## src/rtl/ts_bus_pkg.sv

```systemverilog
// Shared types and bus-phase encodings for the PSG-style two-chip register bus master.
package ts_bus_pkg;

   typedef enum logic [2:0] {
      ST_IDLE, ST_SEL, ST_SEL_GAP, ST_ADR, ST_ADR_GAP, ST_WR, ST_RD, ST_END_GAP
   } state_t;

   // {BDIR, BC}
   localparam logic [1:0] PH_ADDR  = 2'b11;
   localparam logic [1:0] PH_WRITE = 2'b10;
   localparam logic [1:0] PH_READ  = 2'b01;
   localparam logic [1:0] PH_IDLE  = 2'b00;

   localparam logic [4:0] SEL_PREFIX = 5'b11111;

   typedef struct packed {
      logic       wr;
      logic       chip;
      logic       fm_ena;
      logic       stat_sel;
      logic [7:0] addr;
      logic [7:0] data;
   } req_t;

   // FM enable is active-low on the wire.
   function automatic logic [7:0] sel_cmd(input logic chip, input logic fm_ena,
                                          input logic stat_sel);
      return {SEL_PREFIX, ~fm_ena, stat_sel, chip};
   endfunction

endpackage

```

## src/rtl/ts_bus_master_if.sv

```systemverilog
// Request/response handshake plus PSG bus pins of the bus master.
interface ts_bus_master_if;
   logic       REQ_VALID;
   logic       REQ_READY;
   logic       REQ_WR;
   logic       REQ_CHIP;
   logic       REQ_FM_ENA;
   logic       REQ_STAT_SEL;
   logic [7:0] REQ_ADDR;
   logic [7:0] REQ_DATA;
   logic       RSP_VALID;
   logic       RSP_ERR;
   logic [7:0] RSP_DATA;
   logic       BDIR;
   logic       BC;
   logic [7:0] DO;
   logic [7:0] DI;

   modport master (
      input  REQ_VALID, REQ_WR, REQ_CHIP, REQ_FM_ENA, REQ_STAT_SEL, REQ_ADDR, REQ_DATA, DI,
      output REQ_READY, RSP_VALID, RSP_ERR, RSP_DATA, BDIR, BC, DO
   );

   modport slave (
      output REQ_VALID, REQ_WR, REQ_CHIP, REQ_FM_ENA, REQ_STAT_SEL, REQ_ADDR, REQ_DATA, DI,
      input  REQ_READY, RSP_VALID, RSP_ERR, RSP_DATA, BDIR, BC, DO
   );
endinterface

```

## src/rtl/ts_bus_master.sv

```systemverilog
// Sequences select/address/data phases on a BDIR/BC bus; select is skipped when the
// cached chip configuration already matches the request.
module ts_bus_master
   import ts_bus_pkg::*;
#(
   parameter int HOLD_CYC = 4,
   parameter int GAP_CYC  = 2
) (
   input logic              CLK,
   input logic              RESET,
   ts_bus_master_if.master  bus
);

   localparam logic [3:0] HOLD_LD = 4'(HOLD_CYC - 1);
   localparam logic [3:0] GAP_LD  = 4'(GAP_CYC - 1);

   state_t     state, state_nxt;
   logic [3:0] cnt, cnt_nxt;
   req_t       req_q, req_nxt, req_in;
   logic       cache_vld, cache_vld_nxt;
   logic [2:0] cache_cfg, cache_cfg_nxt, cfg_in;
   logic [1:0] ph_q, ph_nxt;
   logic [7:0] do_q, do_nxt;
   logic       rsp_valid_q, rsp_valid_nxt;
   logic       rsp_err_q, rsp_err_nxt;
   logic [7:0] rsp_data_q, rsp_data_nxt;
   logic       accept, done;

   assign bus.REQ_READY = (state == ST_IDLE) && !RESET;
   assign accept        = bus.REQ_VALID && bus.REQ_READY;
   assign req_in        = {bus.REQ_WR, bus.REQ_CHIP, bus.REQ_FM_ENA, bus.REQ_STAT_SEL,
                           bus.REQ_ADDR, bus.REQ_DATA};
   assign cfg_in        = {bus.REQ_CHIP, bus.REQ_FM_ENA, bus.REQ_STAT_SEL};
   assign done          = (cnt == 4'd0);

   always_comb begin
      state_nxt     = state;
      cnt_nxt       = (state != ST_IDLE && !done) ? cnt - 4'd1 : cnt;
      req_nxt       = req_q;
      cache_vld_nxt = cache_vld;
      cache_cfg_nxt = cache_cfg;
      rsp_valid_nxt = 1'b0;
      rsp_err_nxt   = 1'b0;
      rsp_data_nxt  = rsp_data_q;
      case (state)
         ST_IDLE: if (accept) begin
            req_nxt = req_in;
            if (req_in.addr[7:3] == SEL_PREFIX) begin
               // Address range collides with the select command: refuse without touching the bus.
               rsp_valid_nxt = 1'b1;
               rsp_err_nxt   = 1'b1;
            end else begin
               cnt_nxt = HOLD_LD;
               if (!cache_vld || cache_cfg != cfg_in) begin
                  state_nxt     = ST_SEL;
                  cache_vld_nxt = 1'b1;
                  cache_cfg_nxt = cfg_in;
               end else begin
                  state_nxt = ST_ADR;
               end
            end
         end
         ST_SEL:     if (done) begin state_nxt = ST_SEL_GAP; cnt_nxt = GAP_LD;  end
         ST_SEL_GAP: if (done) begin state_nxt = ST_ADR;     cnt_nxt = HOLD_LD; end
         ST_ADR:     if (done) begin state_nxt = ST_ADR_GAP; cnt_nxt = GAP_LD;  end
         ST_ADR_GAP: if (done) begin
            state_nxt = req_q.wr ? ST_WR : ST_RD;
            cnt_nxt   = HOLD_LD;
         end
         ST_WR:      if (done) begin state_nxt = ST_END_GAP; cnt_nxt = GAP_LD;  end
         ST_RD:      if (done) begin
            state_nxt    = ST_END_GAP;
            cnt_nxt      = GAP_LD;
            rsp_data_nxt = bus.DI;
         end
         ST_END_GAP: if (done) begin state_nxt = ST_IDLE; rsp_valid_nxt = 1'b1; end
         default:    state_nxt = ST_IDLE;
      endcase

      // Bus pins are decoded from the next state so they change on the same edge as the state.
      ph_nxt = PH_IDLE;
      do_nxt = 8'h00;
      case (state_nxt)
         ST_SEL: begin
            ph_nxt = PH_ADDR;
            do_nxt = sel_cmd(req_nxt.chip, req_nxt.fm_ena, req_nxt.stat_sel);
         end
         ST_ADR:  begin ph_nxt = PH_ADDR;  do_nxt = req_nxt.addr; end
         ST_WR:   begin ph_nxt = PH_WRITE; do_nxt = req_nxt.data; end
         ST_RD:   ph_nxt = PH_READ;
         default: ;
      endcase
   end

   always_ff @(posedge CLK) begin
      if (RESET) begin
         state       <= ST_IDLE;
         cnt         <= 4'd0;
         req_q       <= '0;
         cache_vld   <= 1'b0;
         cache_cfg   <= 3'd0;
         ph_q        <= PH_IDLE;
         do_q        <= 8'h00;
         rsp_valid_q <= 1'b0;
         rsp_err_q   <= 1'b0;
         rsp_data_q  <= 8'h00;
      end else begin
         state       <= state_nxt;
         cnt         <= cnt_nxt;
         req_q       <= req_nxt;
         cache_vld   <= cache_vld_nxt;
         cache_cfg   <= cache_cfg_nxt;
         ph_q        <= ph_nxt;
         do_q        <= do_nxt;
         rsp_valid_q <= rsp_valid_nxt;
         rsp_err_q   <= rsp_err_nxt;
         rsp_data_q  <= rsp_data_nxt;
      end
   end

   assign bus.BDIR      = ph_q[1];
   assign bus.BC        = ph_q[0];
   assign bus.DO        = do_q;
   assign bus.RSP_VALID = rsp_valid_q;
   assign bus.RSP_ERR   = rsp_err_q;
   assign bus.RSP_DATA  = rsp_data_q;

endmodule
```

## src/flat_wrapper.sv

```systemverilog
// flat-port wrapper written by rule: the top's interface ports become plain ports
module ts_bus_master_flat import ts_bus_pkg::*;
#(
   parameter int HOLD_CYC = 4,
   parameter int GAP_CYC  = 2
)
  (CLK, RESET, bus_REQ_VALID, bus_REQ_WR, bus_REQ_CHIP, bus_REQ_FM_ENA, bus_REQ_STAT_SEL, bus_REQ_ADDR, bus_REQ_DATA, bus_DI, bus_REQ_READY, bus_RSP_VALID, bus_RSP_ERR, bus_RSP_DATA, bus_BDIR, bus_BC, bus_DO);
  ts_bus_master_if bus_i ();
  input logic CLK;
  input logic RESET;
  input wire logic [$bits(bus_i.REQ_VALID)-1:0] bus_REQ_VALID;
  input wire logic [$bits(bus_i.REQ_WR)-1:0] bus_REQ_WR;
  input wire logic [$bits(bus_i.REQ_CHIP)-1:0] bus_REQ_CHIP;
  input wire logic [$bits(bus_i.REQ_FM_ENA)-1:0] bus_REQ_FM_ENA;
  input wire logic [$bits(bus_i.REQ_STAT_SEL)-1:0] bus_REQ_STAT_SEL;
  input wire logic [$bits(bus_i.REQ_ADDR)-1:0] bus_REQ_ADDR;
  input wire logic [$bits(bus_i.REQ_DATA)-1:0] bus_REQ_DATA;
  input wire logic [$bits(bus_i.DI)-1:0] bus_DI;
  output wire logic [$bits(bus_i.REQ_READY)-1:0] bus_REQ_READY;
  output wire logic [$bits(bus_i.RSP_VALID)-1:0] bus_RSP_VALID;
  output wire logic [$bits(bus_i.RSP_ERR)-1:0] bus_RSP_ERR;
  output wire logic [$bits(bus_i.RSP_DATA)-1:0] bus_RSP_DATA;
  output wire logic [$bits(bus_i.BDIR)-1:0] bus_BDIR;
  output wire logic [$bits(bus_i.BC)-1:0] bus_BC;
  output wire logic [$bits(bus_i.DO)-1:0] bus_DO;
  assign bus_i.REQ_VALID = bus_REQ_VALID;
  assign bus_i.REQ_WR = bus_REQ_WR;
  assign bus_i.REQ_CHIP = bus_REQ_CHIP;
  assign bus_i.REQ_FM_ENA = bus_REQ_FM_ENA;
  assign bus_i.REQ_STAT_SEL = bus_REQ_STAT_SEL;
  assign bus_i.REQ_ADDR = bus_REQ_ADDR;
  assign bus_i.REQ_DATA = bus_REQ_DATA;
  assign bus_i.DI = bus_DI;
  assign bus_REQ_READY = bus_i.REQ_READY;
  assign bus_RSP_VALID = bus_i.RSP_VALID;
  assign bus_RSP_ERR = bus_i.RSP_ERR;
  assign bus_RSP_DATA = bus_i.RSP_DATA;
  assign bus_BDIR = bus_i.BDIR;
  assign bus_BC = bus_i.BC;
  assign bus_DO = bus_i.DO;
  ts_bus_master #(.HOLD_CYC(HOLD_CYC), .GAP_CYC(GAP_CYC)) u_core (.CLK(CLK), .RESET(RESET), .bus(bus_i));
endmodule
```

## config.mk

```make
export PLATFORM = sky130hd
export DESIGN_NAME = ts_bus_master_flat
export DESIGN_NICKNAME = d
export VERILOG_FILES = /design/src/rtl/ts_bus_pkg.sv /design/src/rtl/ts_bus_master_if.sv /design/src/rtl/ts_bus_master.sv /design/src/flat_wrapper.sv
export SDC_FILE = /design/constraint.sdc
export NUM_CORES = 1
export LEC_CHECK = 0
export ABC_AREA = 1
export CORE_ASPECT_RATIO = 1.1
export CORE_MARGIN = 5
export CORE_UTILIZATION = 45
export DETAILED_ROUTE_END_ITERATION = 16
export PLACE_DENSITY = 0.87
export SLEW_MARGIN = 0
export SYNTH_ARGS = -nofsm -noshare
export SYNTH_HDL_FRONTEND = slang
export SYNTH_SLANG_ARGS = --single-unit
```

## constraint.sdc

```tcl
create_clock -name CLK -period 1.6 [get_ports CLK]
set_input_delay 0.16 -clock CLK [delete_from_list [all_inputs] [get_ports CLK]]
set_output_delay 0.16 -clock CLK [all_outputs]
set_load 0.01 [all_outputs]
```

==> impl_metrics.prom <==
# TYPE chip_impl_metric gauge
chip_impl_info{name="run_status",value="finished, violations left"} 1
chip_impl_info{name="hold_crit_path_type",value="in -> reg"} 1
chip_impl_metric{name="worst-endpoint-required",unit="ns"} 1.84
chip_impl_metric{name="post-place-ws",unit="ns"} -0.334
chip_impl_info{name="clock_tree_from_tritoncts",value="yes"} 1
chip_impl_metric{name="achievable-frequency",unit="MHz"} 587
chip_impl_metric{name="syn_avg_cell_area",unit="um^2"} 7.65
chip_impl_metric{name="syn2layout_area_growth",unit="%"} 51.2
chip_impl_metric{name="drt_drc_violations_left",unit=""} 0
chip_impl_info{name="crit_type",value="reg -> reg"} 1
chip_impl_metric{name="die_w",unit="um"} 78.7
chip_impl_metric{name="timing.max_cap.violations",unit=""} 0
chip_impl_metric{name="floorplan.die_area",unit="um^2"} 6730
chip_impl_metric{name="tightest_slew",unit="ns"} 0.285
chip_impl_metric{name="r2r_cells",unit=""} 12
chip_impl_metric{name="max_rail_drop_vdd",unit="uV"} 972
chip_impl_metric{name="critical_path.max_fanout",unit=""} 7
chip_impl_metric{name="timing.final.hold_violations",unit=""} 0
chip_impl_metric{name="final-max-slew-violation-count",unit=""} 0
chip_impl_info{name="layout.cells.most_common",value="sky130_fd_sc_hd__nor2_1"} 1
chip_impl_metric{name="chipHeight",unit="um"} 85.5
chip_impl_metric{name="grt_pass1_vias",unit=""} 2241
chip_impl_metric{name="comb_power_share",unit=""} 0.542
chip_impl_info{name="layout.cells.most_common_list",value="sky130_fd_sc_hd__nor2_1 (54), sky130_fd_sc_hd__clkdlybuf4s50_1 (50), sky130_fd_sc_hd__dfxtp_1 (46)"} 1
chip_impl_metric{name="gpl_congestion",unit=""} 0.885
chip_impl_metric{name="rows",unit=""} 27
chip_impl_metric{name="intPower",unit="mW"} 3.59
chip_impl_metric{name="route.vias.total",unit=""} 2375
chip_impl_metric{name="avgRoutedWirePerCell",unit="um"} 15.4
chip_impl_metric{name="syn_inst",unit=""} 305
chip_impl_metric{name="power.total",unit="mW"} 6.02
chip_impl_metric{name="path_buf_inv",unit=""} 3
chip_impl_metric{name="finalWirelength",unit="mm"} 6.97
chip_impl_metric{name="power_per_standard_cell_area",unit="nW/um^2"} 1710
chip_impl_metric{name="worst_slack",unit="ns"} -0.103
chip_impl_metric{name="setup_viol",unit=""} 8
chip_impl_metric{name="synth.net_count",unit=""} 337
chip_impl_metric{name="dr.first_iter.drc_count",unit=""} 134
chip_impl_metric{name="detailed_route_vias_per_instance",unit=""} 5.23
chip_impl_info{name="critical_path.most_common_cell",value="sky130_fd_sc_hd__nor2_4"} 1
chip_impl_metric{name="antenna_cell_count",unit=""} 0
chip_impl_metric{name="post-route-min-period",unit="ns"} 1.70
chip_impl_info{name="crit_family",value="simple AND/OR/NAND/NOR gates"} 1
chip_impl_metric{name="largest_net_degree_at_the_start_of_global_routing",unit=""} 37
chip_impl_info{name="start_kind",value="flop"} 1
chip_impl_metric{name="buffer_ports.inserted",unit=""} 51
chip_impl_info{name="rsz0062_at_grt",value="true"} 1
chip_impl_metric{name="p_leak",unit="nW"} 1.47
chip_impl_metric{name="worstSetupPathDepth",unit=""} 12
chip_impl_metric{name="dp.final_hpwl",unit="mm"} 4.22
chip_impl_metric{name="relSlewSlack",unit=""} 0.810
chip_impl_info{name="violations",value="setup timing"} 1
chip_impl_metric{name="fin_skew",unit="ns"} 0.00507
chip_impl_metric{name="initial_standard_cell_utilization_of_the_core",unit=""} 0.464
chip_impl_metric{name="clock_power_share",unit=""} 0.175
chip_impl_metric{name="cts-buffers-inserted",unit=""} 5
chip_impl_metric{name="detail_route.first_pass.iterations",unit=""} 4
chip_impl_metric{name="max-clock-path-buffers",unit=""} 2
chip_impl_metric{name="ant_nets",unit=""} 0
chip_impl_metric{name="p_sw",unit="mW"} 2.43
chip_impl_info{name="path_cells",value="buf_6 > inv_6 > nand2_4 > nor2_4 > inv_2 > nor2_4 > nor2_4 > nand2_4 > nand2_8 > nor2_4 > nor2_1 > a21oi_1"} 1
chip_impl_metric{name="hold-worst-slack",unit="ns"} 0.418
chip_impl_info{name="cts_root_buf",value="sky130_fd_sc_hd__clkbuf_8"} 1
chip_impl_metric{name="grt_pass1_wl",unit="mm"} 9.96
chip_impl_metric{name="finish.net_count",unit=""} 427
chip_impl_metric{name="antenna_found_initial",unit=""} 0
chip_impl_metric{name="count_of_state_elements_after_synthesis",unit=""} 51
chip_impl_metric{name="power.share.switching",unit=""} 0.404
chip_impl_metric{name="drive_above_1_share",unit=""} 0.285
chip_impl_metric{name="yosys_warn_count",unit=""} 0
chip_impl_metric{name="clkLatencyLatePin",unit="ns"} 0.31
chip_impl_metric{name="design_area",unit="um^2"} 3530
chip_impl_metric{name="synth_seq_area_share",unit=""} 0.437
chip_impl_info{name="worst_path_max_delay_cell",value="sky130_fd_sc_hd__dfxtp_2"} 1
chip_impl_info{name="critical_path.endpoint_type",value="flop"} 1
chip_impl_metric{name="clkSinkCount",unit=""} 51
chip_impl_metric{name="pin_count",unit=""} 52
chip_impl_metric{name="global_route.usage.total",unit=""} 0.186
chip_impl_metric{name="worst_stage_delay_on_the_critical_path",unit="ns"} 0.35
chip_impl_metric{name="clock_tree.htree_level_count",unit=""} 2
chip_impl_metric{name="synth_area",unit="um^2"} 2330
chip_impl_metric{name="grt_overflow_total",unit=""} 0
chip_impl_metric{name="critPathArrivalTime",unit="ns"} 1.94
chip_impl_metric{name="core-area",unit="um^2"} 5030
chip_impl_metric{name="detailed_place.area",unit="um^2"} 3020
chip_impl_metric{name="min_path_cells",unit=""} 3
chip_impl_metric{name="synthDistinctLibCells",unit=""} 36
chip_impl_metric{name="clock_slew_at_reported_path_ffs",unit="ns"} 0.09
chip_impl_metric{name="pwr-share-seq",unit=""} 0.283
chip_impl_metric{name="final.period_utilization",unit=""} 1.06
-- registers in the layout, indices dropped and copies added, names as in the netlist --
register,flops
u_core.bus.RSP_ERR,1
u_core.cnt,4
u_core.bus.RSP_DATA,8
u_core.bus.RSP_VALID,1
u_core.req_q,20
u_core.state,3
u_core.bus.DO,8
u_core.cache_vld,1
u_core.cache_cfg,3
u_core.ph_q,2
-- power by group through the flow --
stage / sequential (mW) / clock, mW / combinational, mW
after floorplan: 1.71 / 0 / 1.53
after global placement: 1.66 / 0 / 2.25
after detailed placement: 1.67 / 0 / 2.31
after CTS: 1.66 / 1.06 / 2.57
after global routing: 1.73 / 1.15 / 3.51
final: 1.70 / 1.05 / 3.27
-- layer usage --
layer | GRT usage | wire length [um]
met4 | 0.0827 | 269
met5 | 0 | 0
met3 | 0.0473 | 481
met2 | 0.329 | 3630
met1 | 0.210 | 2590
-- area by class of cell --
cell class | count | area (um^2)
Inverter | 38 | 158
Fill cell | 377 | 1500
Sequential cell | 51 | 1030
Timing Repair Buffer | 90 | 826
Clock buffer | 6 | 72.6
Tap cell | 58 | 72.6
Multi-Input combinational cell | 209 | 1310
Clock inverter | 2 | 60.1
-- synth_stat cells, drive strengths merged --
| library cell | n | share of area |
|---|---|---|
| nand3 | 24 | 0.054 |
| or2 | 11 | 0.029 |
| nand4 | 1 | 0.0091 |
| o211ai | 1 | 0.0032 |
| clkbuf | 3 | 0.0048 |
| dfxtp | 51 | 0.44 |
| a21oi | 14 | 0.040 |
| a31oi | 2 | 0.0054 |
| ha | 1 | 0.0054 |
| and2 | 1 | 0.0027 |
| clkinv | 1 | 0.0016 |
| o21ai | 16 | 0.036 |
| o21a | 11 | 0.035 |
| nor4 | 1 | 0.0054 |
| buf | 6 | 0.022 |
| inv | 37 | 0.062 |
| nor2 | 66 | 0.12 |
| a211oi | 3 | 0.0096 |
| xor2 | 2 | 0.0075 |
| nand2 | 47 | 0.085 |
| mux2i | 5 | 0.021 |
| xnor2 | 1 | 0.0038 |
-- through the flow --
| stage | cells | TNS [ns] | utilization |
|---|---|---|---|
| finish | 454 | -0.593 | 0.701 |
| global route | 454 | -1.43 | 0.701 |
| CTS | 441 | -0.0334 | 0.651 |
| detailed placement | 427 | -4.79 | 0.600 |
| global placement | 427 | -4.14 | 0.600 |
| floorplan | 305 | 0 | - |
-- logic make-up (layout without fill, tap and decap cells) --
logic type	after synthesis	count (layout)	synth area share
and+or+nand+nor	151	151	0.305
DFF	51	51	0.437
AOI/OAI and AO/OA	47	49	0.129
buffers and inverters	47	136	0.0900
muxes	5	5	0.0214
xor gates and xnor gates	3	3	0.0113
adders and majority gates	1	1	0.00536
-- worst min-delay path, delay by kind of cell --
kind / cells / cell delay, ns
buffers and inverters: 1 / 0.41
and+or+nand+nor: 2 / 0.11
-- worst paths after layout --
kind,startpoint,endpoint,slack (ns)
worst max-delay path,u_core.state[1],u_core.bus.DO[6],-0.10
worst max register to register,u_core.state[1],u_core.bus.DO[6],-0.10
worst min-delay path,bus_REQ_WR,u_core.req_q[19],0.42
worst min register to register,u_core.cache_cfg[0],u_core.cache_cfg[0],0.47
-- timing repair --
action	in CTS	in global routing
setup endpoints to repair	10	15
cloned	2	0
pin swaps	5	21
hold buffers	0	0
buffers inserted	4	13
gates resized for setup	21	43
(Power assumes the default switching activity.)
